### src/rtl/dispatch_pkg.sv
// dispatch_pkg: shared issue-queue element type, address widths and MIPS opcode constants
package dispatch_pkg;
  typedef logic bool;
  typedef logic [4:0] IQ_ADDR;
  typedef logic [4:0] REG_ADDR;
  typedef enum logic [2:0] {OP_ALU, OP_ALU_IMM, OP_LOAD, OP_STORE, OP_BRANCH, OP_JUMP, OP_NONE} op_class_e;
  typedef struct packed {
    bool         reserved_inst;
    op_class_e   op_class;
    REG_ADDR     rs;
    REG_ADDR     rt;
    REG_ADDR     rd;
    bool         dst_we;
    logic [31:0] imm;
    logic [31:0] pc;
  } ISSUE_QUEUE_ELEMENT;
  localparam logic [5:0] OPC_SPECIAL = 6'h00, OPC_REGIMM = 6'h01, OPC_J = 6'h02, OPC_JAL = 6'h03;
  localparam logic [5:0] OPC_BEQ = 6'h04, OPC_BNE = 6'h05, OPC_BLEZ = 6'h06, OPC_BGTZ = 6'h07;
  localparam logic [5:0] OPC_ADDI = 6'h08, OPC_ADDIU = 6'h09, OPC_SLTI = 6'h0a, OPC_SLTIU = 6'h0b;
  localparam logic [5:0] OPC_ANDI = 6'h0c, OPC_ORI = 6'h0d, OPC_XORI = 6'h0e, OPC_LUI = 6'h0f;
  localparam logic [5:0] OPC_LB = 6'h20, OPC_LH = 6'h21, OPC_LW = 6'h23, OPC_LBU = 6'h24, OPC_LHU = 6'h25;
  localparam logic [5:0] OPC_SB = 6'h28, OPC_SH = 6'h29, OPC_SW = 6'h2b;
  localparam logic [5:0] FN_JR = 6'h08, FN_JALR = 6'h09;
endpackage

### src/rtl/dispatch_inst_decode.sv
// inst_decode: combinational MIPS instruction word to issue-queue element decoder
module inst_decode
  import dispatch_pkg::*;
(
  input  logic [31:0]        inst,
  input  logic [31:0]        pc,
  output ISSUE_QUEUE_ELEMENT e
);
  logic [5:0] opc, fn;
  logic [31:0] sext, zext;
  assign opc  = inst[31:26];
  assign fn   = inst[5:0];
  assign sext = {{16{inst[15]}}, inst[15:0]};
  assign zext = {16'd0, inst[15:0]};
  // I-type ALU with sign-extended immediate writing rt is the default shape; other classes override it
  always_comb begin
    e = '0;
    e.pc = pc;
    e.rs = inst[25:21];
    e.rt = inst[20:16];
    e.rd = inst[20:16];
    e.imm = sext;
    e.dst_we = 1'b1;
    e.op_class = OP_ALU_IMM;
    case (opc)
      OPC_SPECIAL: begin
        e.op_class = (fn == FN_JR || fn == FN_JALR) ? OP_JUMP : OP_ALU;
        e.rd = inst[15:11];
        e.dst_we = fn != FN_JR;
        e.imm = {27'd0, inst[10:6]};
      end
      OPC_ADDI, OPC_ADDIU, OPC_SLTI, OPC_SLTIU: e.op_class = OP_ALU_IMM;
      OPC_ANDI, OPC_ORI, OPC_XORI: e.imm = zext;
      OPC_LUI: e.imm = {inst[15:0], 16'd0};
      OPC_LB, OPC_LH, OPC_LW, OPC_LBU, OPC_LHU: e.op_class = OP_LOAD;
      OPC_SB, OPC_SH, OPC_SW: begin
        e.op_class = OP_STORE;
        e.dst_we = 1'b0;
      end
      OPC_REGIMM, OPC_BEQ, OPC_BNE, OPC_BLEZ, OPC_BGTZ: begin
        e.op_class = OP_BRANCH;
        e.dst_we = 1'b0;
      end
      OPC_J, OPC_JAL: begin
        e.op_class = OP_JUMP;
        e.imm = {6'd0, inst[25:0]};
        e.rd = 5'd31;
        e.dst_we = opc == OPC_JAL;
      end
      default: begin
        e.reserved_inst = 1'b1;
        e.op_class = OP_NONE;
        e.dst_we = 1'b0;
      end
    endcase
    e.dst_we = e.dst_we && e.rd != 5'd0;
  end
endmodule

### src/rtl/dispatch.sv
// dispatch: two-entry in-order pending buffer feeding the issue queue (perf counters under DISPATCH_PERF_CNT_EN)
module dispatch
  import dispatch_pkg::*;
#(
  parameter int LANES = 2
) (
  input  logic                     clk,
  input  logic                     rst,
  input  logic                     flush,
  input  logic [1:0]               fetch_valid,
  input  logic [1:0][31:0]         fetch_inst,
  input  logic [1:0][31:0]         fetch_pc,
  output logic                     fetch_ready,
  input  IQ_ADDR                   size_left,
  output ISSUE_QUEUE_ELEMENT [1:0] in_data,
`ifdef DISPATCH_PERF_CNT_EN
  output logic [31:0]              perf_dispatched,
  output logic [31:0]              perf_stall_cycles,
`endif
  output logic [1:0]               in_data_number
);
  logic [1:0] pend, push_n, left;
  logic [LANES-1:0][31:0] slot_inst, slot_pc;
  ISSUE_QUEUE_ELEMENT [LANES-1:0] dec;
  logic accept;
  for (genvar i = 0; i < LANES; i++) begin : g_dec
    inst_decode u_dec (.inst(slot_inst[i]), .pc(slot_pc[i]), .e(dec[i]));
  end
  assign push_n = flush ? 2'd0 : ({3'd0, pend} <= size_left ? pend : size_left[1:0]);
  assign left = pend - push_n;
  assign fetch_ready = rst && !flush && left == 2'd0;
  assign accept = fetch_ready && fetch_valid[0];
  assign in_data_number = push_n;
  assign in_data = rst ? dec : '0;
  // buffer: flush discards, accept reloads, a single push from a full buffer compacts slot 1 into slot 0
  always_ff @(posedge clk or negedge rst) begin
    if (!rst) begin
      pend <= 2'd0;
      slot_inst <= '0;
      slot_pc <= '0;
    end else if (flush) begin
      pend <= 2'd0;
    end else if (accept) begin
      slot_inst <= fetch_inst;
      slot_pc <= fetch_pc;
      pend <= fetch_valid[1] ? 2'd2 : 2'd1;
    end else begin
      if (pend == 2'd2 && push_n == 2'd1) begin
        slot_inst[0] <= slot_inst[1];
        slot_pc[0] <= slot_pc[1];
      end
      pend <= left;
    end
  end
`ifdef DISPATCH_PERF_CNT_EN
  // pushed-entry total and cycles where pending work was held back by a full queue
  always_ff @(posedge clk or negedge rst) begin
    if (!rst) begin
      perf_dispatched <= '0;
      perf_stall_cycles <= '0;
    end else begin
      perf_dispatched <= perf_dispatched + {30'd0, push_n};
      if (pend != 2'd0 && push_n < pend && !flush) perf_stall_cycles <= perf_stall_cycles + 32'd1;
    end
  end
`endif
endmodule

### config.mk
export PLATFORM = sky130hd
export DESIGN_NAME = dispatch
export DESIGN_NICKNAME = d
export VERILOG_FILES = /design/src/rtl/dispatch_pkg.sv /design/src/rtl/dispatch_inst_decode.sv /design/src/rtl/dispatch.sv
export SDC_FILE = /design/constraint.sdc
export NUM_CORES = 1
export LEC_CHECK = 0
export ABC_AREA = 1
export CAP_MARGIN = 20
export CORE_MARGIN = 3
export CORE_UTILIZATION = 48
export DETAILED_ROUTE_END_ITERATION = 8
export GPL_ROUTABILITY_DRIVEN = 0
export GPL_TIMING_DRIVEN = 1
export PLACE_DENSITY = 0.87
export SLEW_MARGIN = 20
export SYNTH_ARGS = -nofsm -noshare
export SYNTH_HDL_FRONTEND = slang
export SYNTH_SLANG_ARGS = --single-unit
### constraint.sdc
create_clock -name clk -period 7.15 [get_ports clk]
set_clock_uncertainty 0.1 [all_clocks]
set_input_delay 0.715 -clock clk [delete_from_list [all_inputs] [get_ports clk]]
set_output_delay 0.715 -clock clk [all_outputs]
set_load 0.01 [all_outputs]
After elaboration in Yosys (flattened, before gate mapping). Index checks and enable logic that the tools add are counted.

Reduce and logical (&&, ||, !) cells: 33. Order comparisons: 1. Add/sub/neg operators: 1. Shifts and indexed selects: 0. Multipliers: 0. Div/mod/pow operators: 0. Bitwise operators: 1. Equality and inequality tests: 54. Multiplexer cells: 22.

Operators with widths (number): $pmux 32 s4 (2); $mux 168 (1); $mux 32 (4); $eq 6x4->1 const B (20); $eq 6x6->1 const B (16); $eq 6x3->1 const B (8); $reduce_or 24->1 (2); $pmux 3 s6 (2); $reduce_or 13->1 (2); $eq 6x2->1 const B (4); $pmux 5 s2 (2); $reduce_or 5->1 (4); $reduce_or 8->1 (2); $eq 6x1->1 const B (2); $logic_not 6->1 (2); $ne 6x4->1 const B (2); $reduce_or 3->1 (4); $mux 2 (5); $reduce_bool 5->1 (2); $logic_and 1x1->1 (6); $mux 3 (2); $pmux 1 s3 (2); $le 2x5->1 (1); $reduce_and 2->1 (2); other kinds (10) (13).

Memories kept: 0. Output and inout bits: 171. Bits in writable memories: 0. Bits in read-only memories: 0. Register bits after elaboration: 130. Logic and storage cells: 117. Input port bits: 138. Latch bits: 0.

Longest topological paths before layout.
Depth after elaboration: 9. Mapped depth: 19. Mapped depth without buffers: 17.

By module. Synthesis repeated with hierarchy kept, for this count alone.

Cell total of the unflattened synthesis: 1446. Area, all modules: 9360.2 µm².

By module, submodules not included: dispatch (seq. area each 3253.1 µm², times used 1, cells each 1086, area each 7165.6 µm²); inst_decode (seq. area each 0.0 µm², times used 2, cells each 180, area each 1097.3 µm²).

Least setup slack after synthesis. Ideal clock, no wire load.

Path type: input to output. Start point: in size_left[1]. End point: out fetch_ready. Slack: 3.939 ns. Stages: 13. Arrival: 2.396 ns. Buffers on the path: 0. Cells stage by stage: inv_1 -> ha_1 -> nand2_1 -> nand3_2 -> nor2_4 -> inv_2 -> o21ai_1 -> a21oi_2 -> ha_1 -> nand2_1 -> nor2_2 -> nand3_4 -> inv_1.

Longest elaborated chain between the ends: 6.

Ends and longest elaborated chain: from (decl) (line dispatch.sv:14) `input IQ_ADDR size_left,`; $le 2x5->1 (line dispatch.sv:29) `assign push_n = flush ? 2'd0 : ({3'd0, pend} <= size_left ? pend : size_left[1:0]);`; $mux 2 (2 in a row) (line dispatch.sv:29); via in_data_number[0] (line dispatch.sv:20) `output logic [1:0] in_data_number`; $sub 2x2->2 (line dispatch.sv:30) `assign left = pend - push_n;`; $logic_not 2->1 (line dispatch.sv:31) `assign fetch_ready = rst && !flush && left == 2'd0;`; $logic_and 1x1->1 (line dispatch.sv:31); to (decl) (line dispatch.sv:13) `output logic fetch_ready,`.

The timed path passes the listed nets, and every way through them passes these cells.

Final worst setup path.
Start point: in size_left[1]. End point: reg slot_inst[17] (netlist bit).

Longest elaborated chain between the ends: 9. Elaborated cells on any way between the ends: 12. Those cells by class: 1 x add/sub; 1 x order compare; 1 x eq/ne; 3 x mux; 6 x reduce/logical.

Ends and longest elaborated chain: $le 2x5->1 (line dispatch.sv:29); $mux 2 (*) (2 in a row) (line dispatch.sv:29); $sub 2x2->2 (line dispatch.sv:30); $logic_not 2->1 (line dispatch.sv:31); $logic_and 1x1->1 (line dispatch.sv:31); $logic_and 1x1->1 (line dispatch.sv:32) `assign accept = fetch_ready && fetch_valid[0];`; $reduce_bool 2->1 (no line); $reduce_and 2->1 (no line); to (signal assigned) (line dispatch.sv:44) `slot_inst <= fetch_inst;`; to (decl) (line dispatch.sv:23) `logic [LANES-1:0][31:0] slot_inst, slot_pc;`.

Mark *: on every way between the ends. The rest lies on a longest branch, timed or not. A chain may end at the register's enable or synchronous reset.

==> run metrics <==
status completed; chip height 135.1 µm; Worst path depth 17; sequential fraction of the synthesis area about two fifths; Reg clk slew, reported paths about 60 ps; vias in the first global route between 8,000 and 9,000; Total Wirelength 27.48 mm; slowest stage delay, CP 780 ps; fin util between 70 and 80%; Cell Rows between 40 and 50; area of the multi-input gates ~0.0037 mm²; clk_lat worst skew roughly 420 ps; pin count of the biggest net entering global routing 96; layout cells sized above 1 5.556%; First-pass DRT Iterations 6; crit-path most repeated cell nand2_1; fill count 1,294; fmax 0.2074 GHz; postcts setup bufs 0; DP Wirelength 19.81 mm; number of I/O pins about 310; remaining antenna violation count 0; cells along the critical path clkdlybuf4s50_1, inv_1, ha_1, nand2_1, nand3_2, nor2_4, inv_2, o21ai_1, a21oi_2, ha_1, nand2_1, nor2_2, nand4_4, nand2_2, buf_4, nand2_1, nand2_1; Final Setup Violations 0; Synth Instances roughly 1,200; H-Tree Depth 4; Worst-Margin Slew 885.9 ps; Ant. Diodes 0; Crit. End Element flip-flop; PortBufs just over 300; via count 8,886; gr usage total around 30%; Startpoint Class primary input; final hold violation count 0; CP Class in2reg; drt drc 0; initial antenna violation count 1; initial core utilization between 40% and 50%; Die W about 140 µm; vias per cell roughly 5.3; Period minus WS final between 4000 and 5000 ps; Slew Viols, Final 0; R2R depth 15; post-CTS sizing 0; Worst R2R Setup Slack around 2800 ps; Worst Path Buf+Inv 4; Netlist cell types 43; DRT iter0 DRCs 760; part of the cycle the worst path needs ~67%; PD cells 337.3 mW/mm²; CTS tree done; CTS Buf Count 17; CP arrival 5070 ps; Sum Neg Setup Slack 0 ps; Area growth, synth to finish 45.18%; cts-stage hold buffer count 0; hold slack ~260 ps; Crit Path Max Fanout 50; Max Cap Viol 0; Worst Path Required about 7400 ps; slew margin rel. between 40% and 50%; layout net count ~1,600; #FFs+latches synth 130; Core Area approximately 0.016 mm²; CTS Buffer Depth 2; Clock Sinks between 100 and 150; Lkg Pwr 6.235 nW; most frequent cells in the layout nand2_1, clkdlybuf4s50_1, inv_1; Crit path max-delay family simple AND/OR/NAND/NOR gates; most common cell after layout, fill and taps aside nand2_1; Avg Inst Size Synth ~6.7 µm²; first-pass GRT wire length ~43 mm; CTS root buffer clkbuf_16; Ys Warns 0; unrepaired setup endpoints after global routing no; register area about 0.0033 mm²; die area about 0.018 mm²; post-synthesis cell area around 0.008 mm²; wire per inst around 16 µm; VDD IR-drop max ~0.00018 V; Synthesized Nets 1,336; Hold Path Class in2async; CP max stage cell nand2_2; gr ovfl total 0
-- cell type report --
type	count	area share (%)
Inverter	164	5.298
Timing Repair Buffer	315	27.02
Clock inverter	12	1.572
Tap cell	216	2.326
Clock buffer	20	3.844
Sequential cell	130	28.00
Multi-Input combinational cell	835	31.95
-- power by group --
part           leakage [nW]  internal (mW)  switching, mW  total (mW)
logic                  4.28          0.818          0.943        1.76
registers              1.66          0.985          0.240        1.23
clock network         0.296          0.594          0.339       0.933
total                  6.23           2.40           1.52        3.92
-- cell families after synthesis --
logic type      count (synthesis)  synth area share (%)
simple gates                  747                 39.00
buf+inv                       230                 13.01
flops                         130                 40.64
fa+ha+maj                       3                0.4690
compound gates                 85                 6.878
-- registers in the layout (all words and copies together) (netlist names) --
name,count
slot_inst,64
slot_pc,64
pend,2
-- metrics by stage --
stage,power (mW),worst slack [ps],cells,instance area (µm²)
4_1_cts,3.918,2407,1692,11620
5_1_grt,4.154,2087,1692,11620
6_report,3.919,2327,1692,11620
3_3_place_gp,2.926,2176,1660,10990
2_1_floorplan,2.105,3939,1195,8004
3_5_place_dp,2.968,1969,1660,10990
-- synth_stat cells (all sizes together) --
library cell,number,share of area [%]
a211oi,1,0.094
a21oi,19,1.4
a311oi,1,0.11
a31oi,11,0.86
a41oi,1,0.11
buf,53,4.7
clkbuf,13,0.63
dfrtp,130,41
ha,3,0.47
inv,164,7.7
nand2,568,27
nand3,87,5.7
nand3b,2,0.19
nand4,9,1.3
nor2,60,3.3
nor3,6,0.38
o211ai,2,0.25
o21ai,18,1.3
o22ai,25,2.0
o311ai,1,0.11
o32ai,5,0.55
o41ai,1,0.11
or2,15,1.2
-- layer usage --
layer | part of all wire, % | vias to the layer above | global-route usage (%) | wire, µm
met5 | 0.047 | - | 0 | 13
met4 | 4.2 | 2 | 14.67 | 1150
met3 | 11 | 85 | 9.658 | 3027
met2 | 48 | 483 | 49.03 | 13250
met1 | 37 | 4124 | 34.12 | 10040
li1 | - | 4192 | - | -
-- path summary, 6_finish.rpt --
kind,from,endpoint
hold reg to reg,slot_pc[39],slot_pc[39]
min in group clk,slot_pc[39],slot_pc[39]
setup / recovery,size_left[1],slot_inst[17]
hold / removal,rst,slot_inst[10]
setup reg to reg,pend[1],slot_inst[17]
max in group asynchronous,rst,slot_pc[46]
No activity file was read; power rests on OpenSTA's default activity.
